**src/rtl/uart_rx_parser_pkg.sv**
```systemverilog
// Shared constants, state encodings and the ASCII hex decoder used by the
// SFP status-frame receiver.
package uart_rx_parser_pkg;

    localparam int CLKS_PER_BIT = 4167;
    localparam int FRAME_LEN    = 18;
    localparam int NUM_BYTES    = FRAME_LEN / 3;

    localparam logic [7:0] ASCII_SP = 8'h20;
    localparam logic [7:0] ASCII_CR = 8'h0D;

    typedef enum logic [1:0] {RX_IDLE, RX_START, RX_DATA, RX_STOP} rx_state_e;
    typedef enum logic       {PS_HUNT, PS_RUN} prs_state_e;

    // Returns {valid, nibble}; only '0'-'9' and 'A'-'F' are accepted.
    function automatic logic [4:0] hex_decode(input logic [7:0] c);
        if (c >= 8'h30 && c <= 8'h39)
            return {1'b1, c[3:0]};
        else if (c >= 8'h41 && c <= 8'h46)
            return {1'b1, c[3:0] + 4'd9};
        else
            return 5'd0;
    endfunction

endpackage

```
**src/rtl/uart_rx_byte.sv**
```systemverilog
// 8N1 byte receiver: 2-FF synchroniser, start/data/stop FSM and baud counter.
// Byte and framing-error strobes are registered, one cycle after the stop sample.
module uart_rx_byte #(
    parameter int CLKS_PER_BIT = uart_rx_parser_pkg::CLKS_PER_BIT
) (
    input  logic       i_clk,
    input  logic       i_res,
    input  logic       i_uart_rx,
    output logic [7:0] o_byte,
    output logic       o_byte_vld,
    output logic       o_frame_err
);
    import uart_rx_parser_pkg::*;

    localparam int HALF = CLKS_PER_BIT / 2;
    localparam int CW   = $clog2(CLKS_PER_BIT);

    rx_state_e     state_q, state_d;
    logic [1:0]    sync_q;
    logic          prev_q;
    logic [CW-1:0] cnt_q, cnt_d;
    logic [2:0]    bit_q, bit_d;
    logic [7:0]    shift_q, shift_d;
    logic          vld_q, vld_d, ferr_q, ferr_d;
    logic          rx;

    assign rx = sync_q[1];

    always_ff @(posedge i_clk) begin
        if (i_res) begin
            sync_q  <= 2'b11;
            prev_q  <= 1'b1;
            state_q <= RX_IDLE;
            cnt_q   <= '0;
            bit_q   <= '0;
            shift_q <= '0;
            vld_q   <= 1'b0;
            ferr_q  <= 1'b0;
        end else begin
            sync_q  <= {sync_q[0], i_uart_rx};
            prev_q  <= rx;
            state_q <= state_d;
            cnt_q   <= cnt_d;
            bit_q   <= bit_d;
            shift_q <= shift_d;
            vld_q   <= vld_d;
            ferr_q  <= ferr_d;
        end
    end

    always_comb begin
        state_d = state_q;
        cnt_d   = cnt_q + CW'(1);
        bit_d   = bit_q;
        shift_d = shift_q;
        vld_d   = 1'b0;
        ferr_d  = 1'b0;
        case (state_q)
            RX_IDLE: begin
                cnt_d = '0;
                if (prev_q && !rx) begin
                    state_d = RX_START;
                    bit_d   = '0;
                end
            end
            RX_START: begin
                // A line that is high again at mid-start-bit was noise.
                if (cnt_q == CW'(HALF - 1)) begin
                    cnt_d   = '0;
                    bit_d   = '0;
                    state_d = rx ? RX_IDLE : RX_DATA;
                end
            end
            RX_DATA: begin
                if (cnt_q == CW'(CLKS_PER_BIT - 1)) begin
                    cnt_d   = '0;
                    shift_d = {rx, shift_q[7:1]};
                    bit_d   = bit_q + 3'd1;
                    if (bit_q == 3'd7)
                        state_d = RX_STOP;
                end
            end
            RX_STOP: begin
                if (cnt_q == CW'(CLKS_PER_BIT - 1)) begin
                    cnt_d   = '0;
                    state_d = RX_IDLE;
                    vld_d   = rx;
                    ferr_d  = !rx;
                end
            end
            default: state_d = RX_IDLE;
        endcase
    end

    assign o_byte      = shift_q;
    assign o_byte_vld  = vld_q;
    assign o_frame_err = ferr_q;

endmodule

```
**src/rtl/uart_rx_parser.sv**
```systemverilog
// Parses "HH HH HH HH HH HH<CR>" frames into six status bytes, published
// atomically on a correct CR; bad characters and framing errors are counted.
module uart_rx_parser #(
    parameter int CLKS_PER_BIT = uart_rx_parser_pkg::CLKS_PER_BIT
) (
    input  logic       i_clk,
    input  logic       i_res,
    input  logic       i_uart_rx,
    output logic [7:0] o_reg_1,
    output logic [7:0] o_reg_2,
    output logic [7:0] o_reg_3,
    output logic [7:0] o_reg_4,
    output logic [7:0] o_reg_5,
    output logic [7:0] o_reg_6,
    output logic       o_valid,
    output logic       o_err,
    output logic [7:0] o_err_cnt
);
    import uart_rx_parser_pkg::*;

    logic [7:0] rx_byte;
    logic       rx_vld, rx_ferr;

    uart_rx_byte #(.CLKS_PER_BIT(CLKS_PER_BIT)) u_rx (
        .i_clk       (i_clk),
        .i_res       (i_res),
        .i_uart_rx   (i_uart_rx),
        .o_byte      (rx_byte),
        .o_byte_vld  (rx_vld),
        .o_frame_err (rx_ferr)
    );

    prs_state_e                  state_q, state_d;
    logic [1:0]                  phase_q, phase_d;
    logic [2:0]                  idx_q, idx_d;
    logic [NUM_BYTES-1:0][7:0]   shadow_q, shadow_d, out_q, out_d;
    logic                        valid_q, valid_d, err_q, err_d;
    logic [7:0]                  cnt_q, cnt_d;
    logic [4:0]                  nib;
    logic                        last;

    always_ff @(posedge i_clk) begin
        if (i_res) begin
            state_q  <= PS_HUNT;
            phase_q  <= '0;
            idx_q    <= '0;
            shadow_q <= '0;
            out_q    <= '0;
            valid_q  <= 1'b0;
            err_q    <= 1'b0;
            cnt_q    <= '0;
        end else begin
            state_q  <= state_d;
            phase_q  <= phase_d;
            idx_q    <= idx_d;
            shadow_q <= shadow_d;
            out_q    <= out_d;
            valid_q  <= valid_d;
            err_q    <= err_d;
            cnt_q    <= cnt_d;
        end
    end

    always_comb begin
        state_d  = state_q;
        phase_d  = phase_q;
        idx_d    = idx_q;
        shadow_d = shadow_q;
        out_d    = out_q;
        valid_d  = 1'b0;
        err_d    = 1'b0;
        cnt_d    = cnt_q;
        nib      = hex_decode(rx_byte);
        last     = (idx_q == 3'(NUM_BYTES - 1)) && (phase_q == 2'd2);

        if (rx_ferr) begin
            if (state_q == PS_RUN) begin
                err_d   = 1'b1;
                state_d = PS_HUNT;
            end
        end else if (rx_vld) begin
            case (state_q)
                PS_HUNT: begin
                    if (rx_byte == ASCII_CR) begin
                        state_d = PS_RUN;
                        phase_d = '0;
                        idx_d   = '0;
                    end
                end
                PS_RUN: begin
                    // Any CR restarts the frame; only one at the last slot publishes.
                    if (rx_byte == ASCII_CR) begin
                        phase_d = '0;
                        idx_d   = '0;
                        if (last) begin
                            out_d   = shadow_q;
                            valid_d = 1'b1;
                        end else begin
                            err_d = 1'b1;
                        end
                    end else if (phase_q == 2'd2) begin
                        if (rx_byte == ASCII_SP && !last) begin
                            phase_d = '0;
                            idx_d   = idx_q + 3'd1;
                        end else begin
                            err_d   = 1'b1;
                            state_d = PS_HUNT;
                        end
                    end else if (nib[4]) begin
                        if (phase_q == 2'd0)
                            shadow_d[idx_q][7:4] = nib[3:0];
                        else
                            shadow_d[idx_q][3:0] = nib[3:0];
                        phase_d = phase_q + 2'd1;
                    end else begin
                        err_d   = 1'b1;
                        state_d = PS_HUNT;
                    end
                end
                default: state_d = PS_HUNT;
            endcase
        end

        if (err_d && cnt_q != 8'hFF)
            cnt_d = cnt_q + 8'd1;
    end

    assign o_reg_1   = out_q[0];
    assign o_reg_2   = out_q[1];
    assign o_reg_3   = out_q[2];
    assign o_reg_4   = out_q[3];
    assign o_reg_5   = out_q[4];
    assign o_reg_6   = out_q[5];
    assign o_valid   = valid_q;
    assign o_err     = err_q;
    assign o_err_cnt = cnt_q;

endmodule

```
**config.mk**
```make
export PLATFORM = sky130hd
export DESIGN_NAME = uart_rx_parser
export DESIGN_NICKNAME = d
export VERILOG_FILES = /design/src/rtl/uart_rx_parser_pkg.sv /design/src/rtl/uart_rx_byte.sv /design/src/rtl/uart_rx_parser.sv
export SDC_FILE = /design/constraint.sdc
export NUM_CORES = 1
export LEC_CHECK = 0
export BUFFER_PORTS_ARGS = -buffer_cell sky130_fd_sc_hd__buf_4
export CAP_MARGIN = 25
export CELL_PAD_IN_SITES_DETAIL_PLACEMENT = 1
export CELL_PAD_IN_SITES_GLOBAL_PLACEMENT = 1
export CORE_MARGIN = 3
export CORE_UTILIZATION = 48
export DETAILED_ROUTE_END_ITERATION = 10
export GPL_ROUTABILITY_DRIVEN = 0
export HOLD_SLACK_MARGIN = 0.03
export PLACE_DENSITY = 0.81
export SYNTH_ARGS = -nofsm -noshare
export SYNTH_HDL_FRONTEND = slang
export SYNTH_SLANG_ARGS = --single-unit
```
**constraint.sdc**
```tcl
create_clock -name i_clk -period 6.6 [get_ports i_clk]
set_input_delay 0.66 -clock i_clk [delete_from_list [all_inputs] [get_ports i_clk]]
set_output_delay 0.66 -clock i_clk [all_outputs]
set_load 0.005 [all_outputs]
```
==> results of run 1 <==
## Yosys cell counts (5+ instances only)
library cell / instances
nor2_1: 76
a21oi_1: 71
o21ai_0: 10
nand2_1: 109
a211oi_1: 5
buf_2: 15
a211oi_2: 7
nand3_1: 31
o211ai_1: 5
nand4_1: 18
mux2i_1: 48
inv_1: 16
nand2b_1: 17
xor2_1: 5
xnor2_1: 6
dfxtp_1: 143
clkbuf_1: 27
nor2b_1: 12
ha_1: 11
mux2_2: 7
## power by group through the flow
stage | Clock (W) | Sequential (W) | Combinational (W)
after floorplan | 0 | 0.000888 | 0.0000220
after global placement | 0 | 0.000889 | 0.0000266
after detailed placement | 0 | 0.000890 | 0.0000280
after CTS | 0.000979 | 0.000871 | 0.0000283
after global routing | 0.00102 | 0.000871 | 0.0000340
final | 0.000965 | 0.000871 | 0.0000303
## logic make-up (layout without fill, tap and decap cells)
group,Yosys count,after routing,share of synthesized area (%)
mux,55,55,9.09
simple gates,303,303,23.7
fa+ha+maj,11,11,2.24
flops,143,143,46.5
compound gates,119,119,12.5
buf+inv,63,115,4.41
xor+xnor,11,11,1.57
## final timing paths
| check | startpoint | endpoint | cells after the start |
|---|---|---|---|
| max | u_rx.o_byte[0] | shadow_q[40] | 7 |
| min | u_rx.sync_q[0] | u_rx.sync_q[1] | 1 |
| max reg2reg | u_rx.o_byte[0] | shadow_q[40] | 7 |
| min reg2reg | u_rx.sync_q[0] | u_rx.sync_q[1] | 1 |
## cell type report
cell class | instances | share of cell area [%]
multi-input combinational | 499 | 41.5
sequential | 143 | 39.2
inverter | 16 | 0.823
timing repair buffer | 68 | 7.54
clock buffer | 22 | 6.22
tap | 168 | 2.88
clock inverter | 9 | 1.87
## routing by layer
layer	GRT usage (%)	up-vias
li1	-	2504
met1	26.9	2507
met4	9.63	0
met2	40.0	80
met3	5.27	28
met5	0	-
## through the flow
stage	instances	hold WS (ns)
2_1_floorplan	705	0.389
3_3_place_gp	892	0.401
3_5_place_dp	892	0.408
4_1_cts	923	0.407
5_1_grt	925	0.419
6_report	925	0.410
## critical path, stage by stage (launching register included)
cell,delay (ns)
dfxtp_1,0.46
inv_1,0.11
ha_1,0.23
or3b_1,0.20
nand4_2,0.45
a211oi_1,0.91
mux2i_1,0.34
nor2_1,0.07
## flip-flops by register name, summed over array words and instances, names as in the netlist, 2 cells and up, named ones only
signal,count
idx_q,3
o_err_cnt,8
o_reg_1,8
o_reg_2,8
o_reg_3,8
o_reg_4,8
o_reg_5,8
o_reg_6,8
phase_q,2
shadow_q,48
u_rx.bit_q,3
u_rx.cnt_q,13
u_rx.o_byte,8
u_rx.sync_q,2
==> qor.csv, run 1 <==
stage;metric;value;unit
pwr;p_int;0.00148;W
sta;final.min_clock_period;2.90;ns
worst_setup_path;cp_max_fo;15;
yosys;synth.area.top_cells;dfxtp_1 (47%), mux2i_1 (7.8%), nand2_1 (6.6%);
final_layout;nets;759;
pwr;pwr_density_cell;256;nW/µm²
yosys;yosys_warnings;0;
floorplan;die-area;14200;µm²
pwr;leakage;2.55;nW
route;wl_met3;526;µm
final_layout;area.growth.synth_to_final;18.6;%
floorplan;dieHeight;119;µm
grt;grt_pass1_wl;26600;µm
worst_setup_path;arrival;3.20;ns
min_path;hold_class;reg2reg;
clock_network;clock_latency;0.42;ns
route;ant_nets;0;
pwr;power_frac_seq;46.7;%
yosys;synth.ff_latch_count;143;
clock_network;ctsLongestPathBuffers;2;
yosys;synth_top_area_share;46.5;%
pwr;peakVddDrop;0.000141;V
placed_design;dpl.hpwl;10100;µm
sta;tightestPinTransition;0.962;ns
yosys;syn_inst;705;
route;highest-signal-layer;met4;
route;via_per_inst;5.53;
final_layout;layout_commonest_cell;dfxtp_1;
yosys;synth_area;6160;µm²
final_layout;layout-drive-gt1-share;15.9;%
worst_setup_path;cp-start-kind;register;
clock_network;cts_setup_buffers;0;
sta;setup_viol;0;
sta;rsz0062_at_grt;no;
yosys;syn_avg_cell_area;8.73;µm²
sta;hold_violations;0;
grt;grt_pass1_vias;5413;
pwr;power;0.00187;W
placed_design;place_area;6660;µm²
worst_setup_path;required;6.90;ns
route;met2_length;8050;µm
sta;fin_crit_sh;44.0;%
final_layout;final_area;7300;µm²
yosys;yosys.area.top_type;dfxtp_1;
grt;grt_util_all_layers;22.9;%
yosys;synthArstFlopShare;0;%
route;drt_wl_total;15800;µm
pwr;p_sw;0.000386;W
yosys;synth.distinct_cells;54;
clock_network;h-tree-depth;4;
route;drt_iter0_drc;258;
sta;fin_worst_skew;0.00843;ns
pwr;clockPowerShare;51.7;%
route;num_vias;5119;
floorplan;pin_count;61;
sta;timing.setup.tns;0;ns
clock_network;cts_inserted_buffers;17;
clock_network;clock-root-buffer;clkbuf_16;
final_layout;mostFrequentLayoutCells;dfxtp_1 (143), nand2_1 (109), nor2_1 (76), a21oi_1 (71), buf_4 (66);
route;drc;0;
final_layout;fillers;1415;
run_status;status;complete, no violations;
final_layout;multi_input_area;3030;µm²
pwr;share_comb_of_total_power;1.6;%
worst_setup_path;path_class;reg2reg;
yosys;synth_nets;719;
yosys;ys_seq_area_share;46.5;%
clock_network;cts_tree;done;
sta;finalWorstSetupSlack;3.70;ns
sta;relSlewSlack;35.6;%
floorplan;core_area;12300;µm²
clock_network;path_clk_slew;0.06;ns
worst_setup_path;endpoint_kind;register;
grt;gr-total-overflow;0;
placed_design;dp_slack;3.62;ns
floorplan;rows;40;
job;maxCapViolCount;0;
route;post_drt_wl_per_cell;17.1;µm
grt;antenna_found_initial;0;
final_layout;final_core_util;59.5;%
placed_design;place.port_buffers;60;
sta;fmax;344;MHz
worst_setup_path;reg2reg_slack;3.70;ns
clock_network;cts_resized;0;
pwr;p_sw_share;20.7;%
yosys;ys.flop_type;dfxtp_1;
grt;grt_max_degree;116;
floorplan;start_util;50.2;%
sta;drv_slew;0;
yosys;synth_edf_count;0;
route;wl_met1;6930;µm
route;dr.pass1.iters;4;
final_layout;layout.area.seq;2860;µm²
clock_network;cts_hold_buffers;0;
clock_network;cts_sinks;143;
final_layout;diodes;0;
floorplan;die_x;119;µm
No activity file was read; power rests on OpenSTA's default activity.
==> run 2: changes to the inputs <==
Settings changed: CORE_UTILIZATION 48 to 40, PLACE_DENSITY 0.81 to 0.72.
Clock period 6.6 ns to 2.35 ns, I/O delays scaled along.
==> run 2 against run 1 <==
Compared with the run above: critical path depth did not move; final cell count rose by 4.9%; non-clock buffer count rose by 28; sequential share of layout area fell by 1.5 points; first-iteration DRC count fell by 32%.
==> qor.csv, run 2 (synthesis results as in run 1) <==
stage;metric;value;unit
worst_setup_path;cp-start-kind;register;
placed_design;dpl.hpwl;10400;µm
final_layout;top_register;shadow_q;
floorplan;dieHeight;130;µm
pwr;power;0.00518;W
clock_network;cts_inserted_buffers;17;
sta;fmax;453;MHz
sta;fin_crit_sh;94.0;%
route;num_vias;5148;
route;post_drt_wl_per_cell;16.1;µm
floorplan;start_util;41.6;%
grt;grt_max_degree;78;
route;dr.pass1.iters;4;
sta;drv_slew;0;
placed_design;place_area;6920;µm²
run_status;status;complete, no violations;
clock_network;cts_sinks;143;
route;drc;0;
final_layout;area.growth.synth_to_final;23.2;%
worst_setup_path;arrival;2.52;ns
clock_network;ctsLongestPathBuffers;2;
grt;grt_pass1_wl;25900;µm
grt;antenna_found_initial;0;
sta;timing.setup.tns;0;ns
route;ant_nets;0;
sta;tightestPinTransition;0.601;ns
worst_setup_path;required;2.66;ns
floorplan;die-area;16900;µm²
clock_network;path_clk_slew;0.06;ns
floorplan;pin_count;61;
floorplan;die_x;130;µm
floorplan;core_area;14800;µm²
grt;gr-total-overflow;0;
sta;finalWorstSetupSlack;0.141;ns
clock_network;h-tree-depth;4;
floorplan;rows;44;
route;drt_wl_total;15600;µm
route;drt_iter0_drc;175;
worst_setup_path;cp_max_fo;6;
pwr;leakage;2.70;nW
sta;rsz0062_at_grt;no;
final_layout;layout_commonest_cell;dfxtp_1;
clock_network;clock-root-buffer;clkbuf_16;
final_layout;final_area;7580;µm²
pwr;pwr_density_cell;683;nW/µm²
worst_setup_path;path_class;reg2reg;
sta;relSlewSlack;60.0;%
sta;final.min_clock_period;2.21;ns
sta;hold_violations;0;
route;via_per_inst;5.31;
placed_design;placedCellCount;936;
clock_network;clock_latency;0.42;ns
final_layout;largestRegisters;shadow_q x48, u_rx.cnt_q x13;
pwr;peakVddDrop;0.000461;V
placed_design;place.port_buffers;60;
final_layout;diodes;0;
final_layout;final_cells;970;
final_layout;layout-drive-gt1-share;20.5;%
worst_setup_path;endpoint_kind;register;
final_layout;nets;788;
job;maxCapViolCount;0;
sta;fin_worst_skew;0.00827;ns
grt;grt_pass1_vias;5305;
min_path;hold_class;in2reg;
sta;setup_viol;0;
clock_network;cts_tree;done;
grt;grt_util_all_layers;19.0;%
placed_design;dp_slack;-0.0899;ns
final_layout;mostFrequentLayoutCells;dfxtp_1 (143), nand2_1 (109), buf_4 (92), nor2_1 (76), a21oi_1 (71);
final_layout;largest_reg_flops;48;
run 2: what timing repair did:
item                                    in CTS  in global routing
hold buffers                                 1                  0
buffers inserted                             0                  1
endpoints found under the setup margin       7                 34
gates resized for setup                      3                 15
endpoints found under the hold margin        1                  0
cloned                                       0                  1
run 2: path summary, 6_finish.rpt:
path / from / to / slack (ns) / depth (start not counted)
worst min register to register: u_rx.sync_q[0] / u_rx.sync_q[1] / 0.42 / 1
worst max register to register: u_rx.o_byte[1] / o_err_cnt[3] / 0.14 / 7
worst min-delay path: i_res / u_rx.state_q[0] / 0.29 / 2
worst max-delay path: u_rx.o_byte[1] / o_err_cnt[3] / 0.14 / 7
run 2: power by group:
part | total (W) | leakage, nW | switching (W) | internal [W]
combinational | 0.0000870 | 1.27 | 0.0000582 | 0.0000288
sequential | 0.00245 | 1.15 | 0.0000136 | 0.00243
clock | 0.00264 | 0.276 | 0.00105 | 0.00159
total | 0.00518 | 2.70 | 0.00112 | 0.00405
run 2: layer usage:
layer  up-vias  track usage [%]  wire (µm)
li1       2567                -          -
met1      2499             24.0       7110
met2        62             32.1       7720
met3        20             4.22        480
met4         0             6.72        281
met5         -                0          0
run 2: cell type report:
| type | count | area (µm²) |
|---|---|---|
| well taps | 184 | 230 |
| repair buffers | 96 | 761 |
| fillers | 1692 | 7230 |
| multi-input cells | 500 | 3090 |
| clock inverters | 12 | 136 |
| inverters | 16 | 60.1 |
| flip-flops and latches | 143 | 2860 |
| clock buffers | 19 | 443 |
run 2: stage by stage:
stage               utilization [%]  hold WS, ns
finish                         51.2        0.287
detailed placement             46.7        0.403
global placement               46.7        0.403
CTS                            50.8        0.297
floorplan                         -        0.339
global route                   51.2        0.329
run 2: worst max-delay path: stages (launching register included):
cell and delay (ns):
dfxtp_1 0.34, inv_2 0.06, ha_2 0.18, or3b_4 0.40, and4_4 0.21, a211o_4 0.38
o21ai_2 0.17, mux2_2 0.35
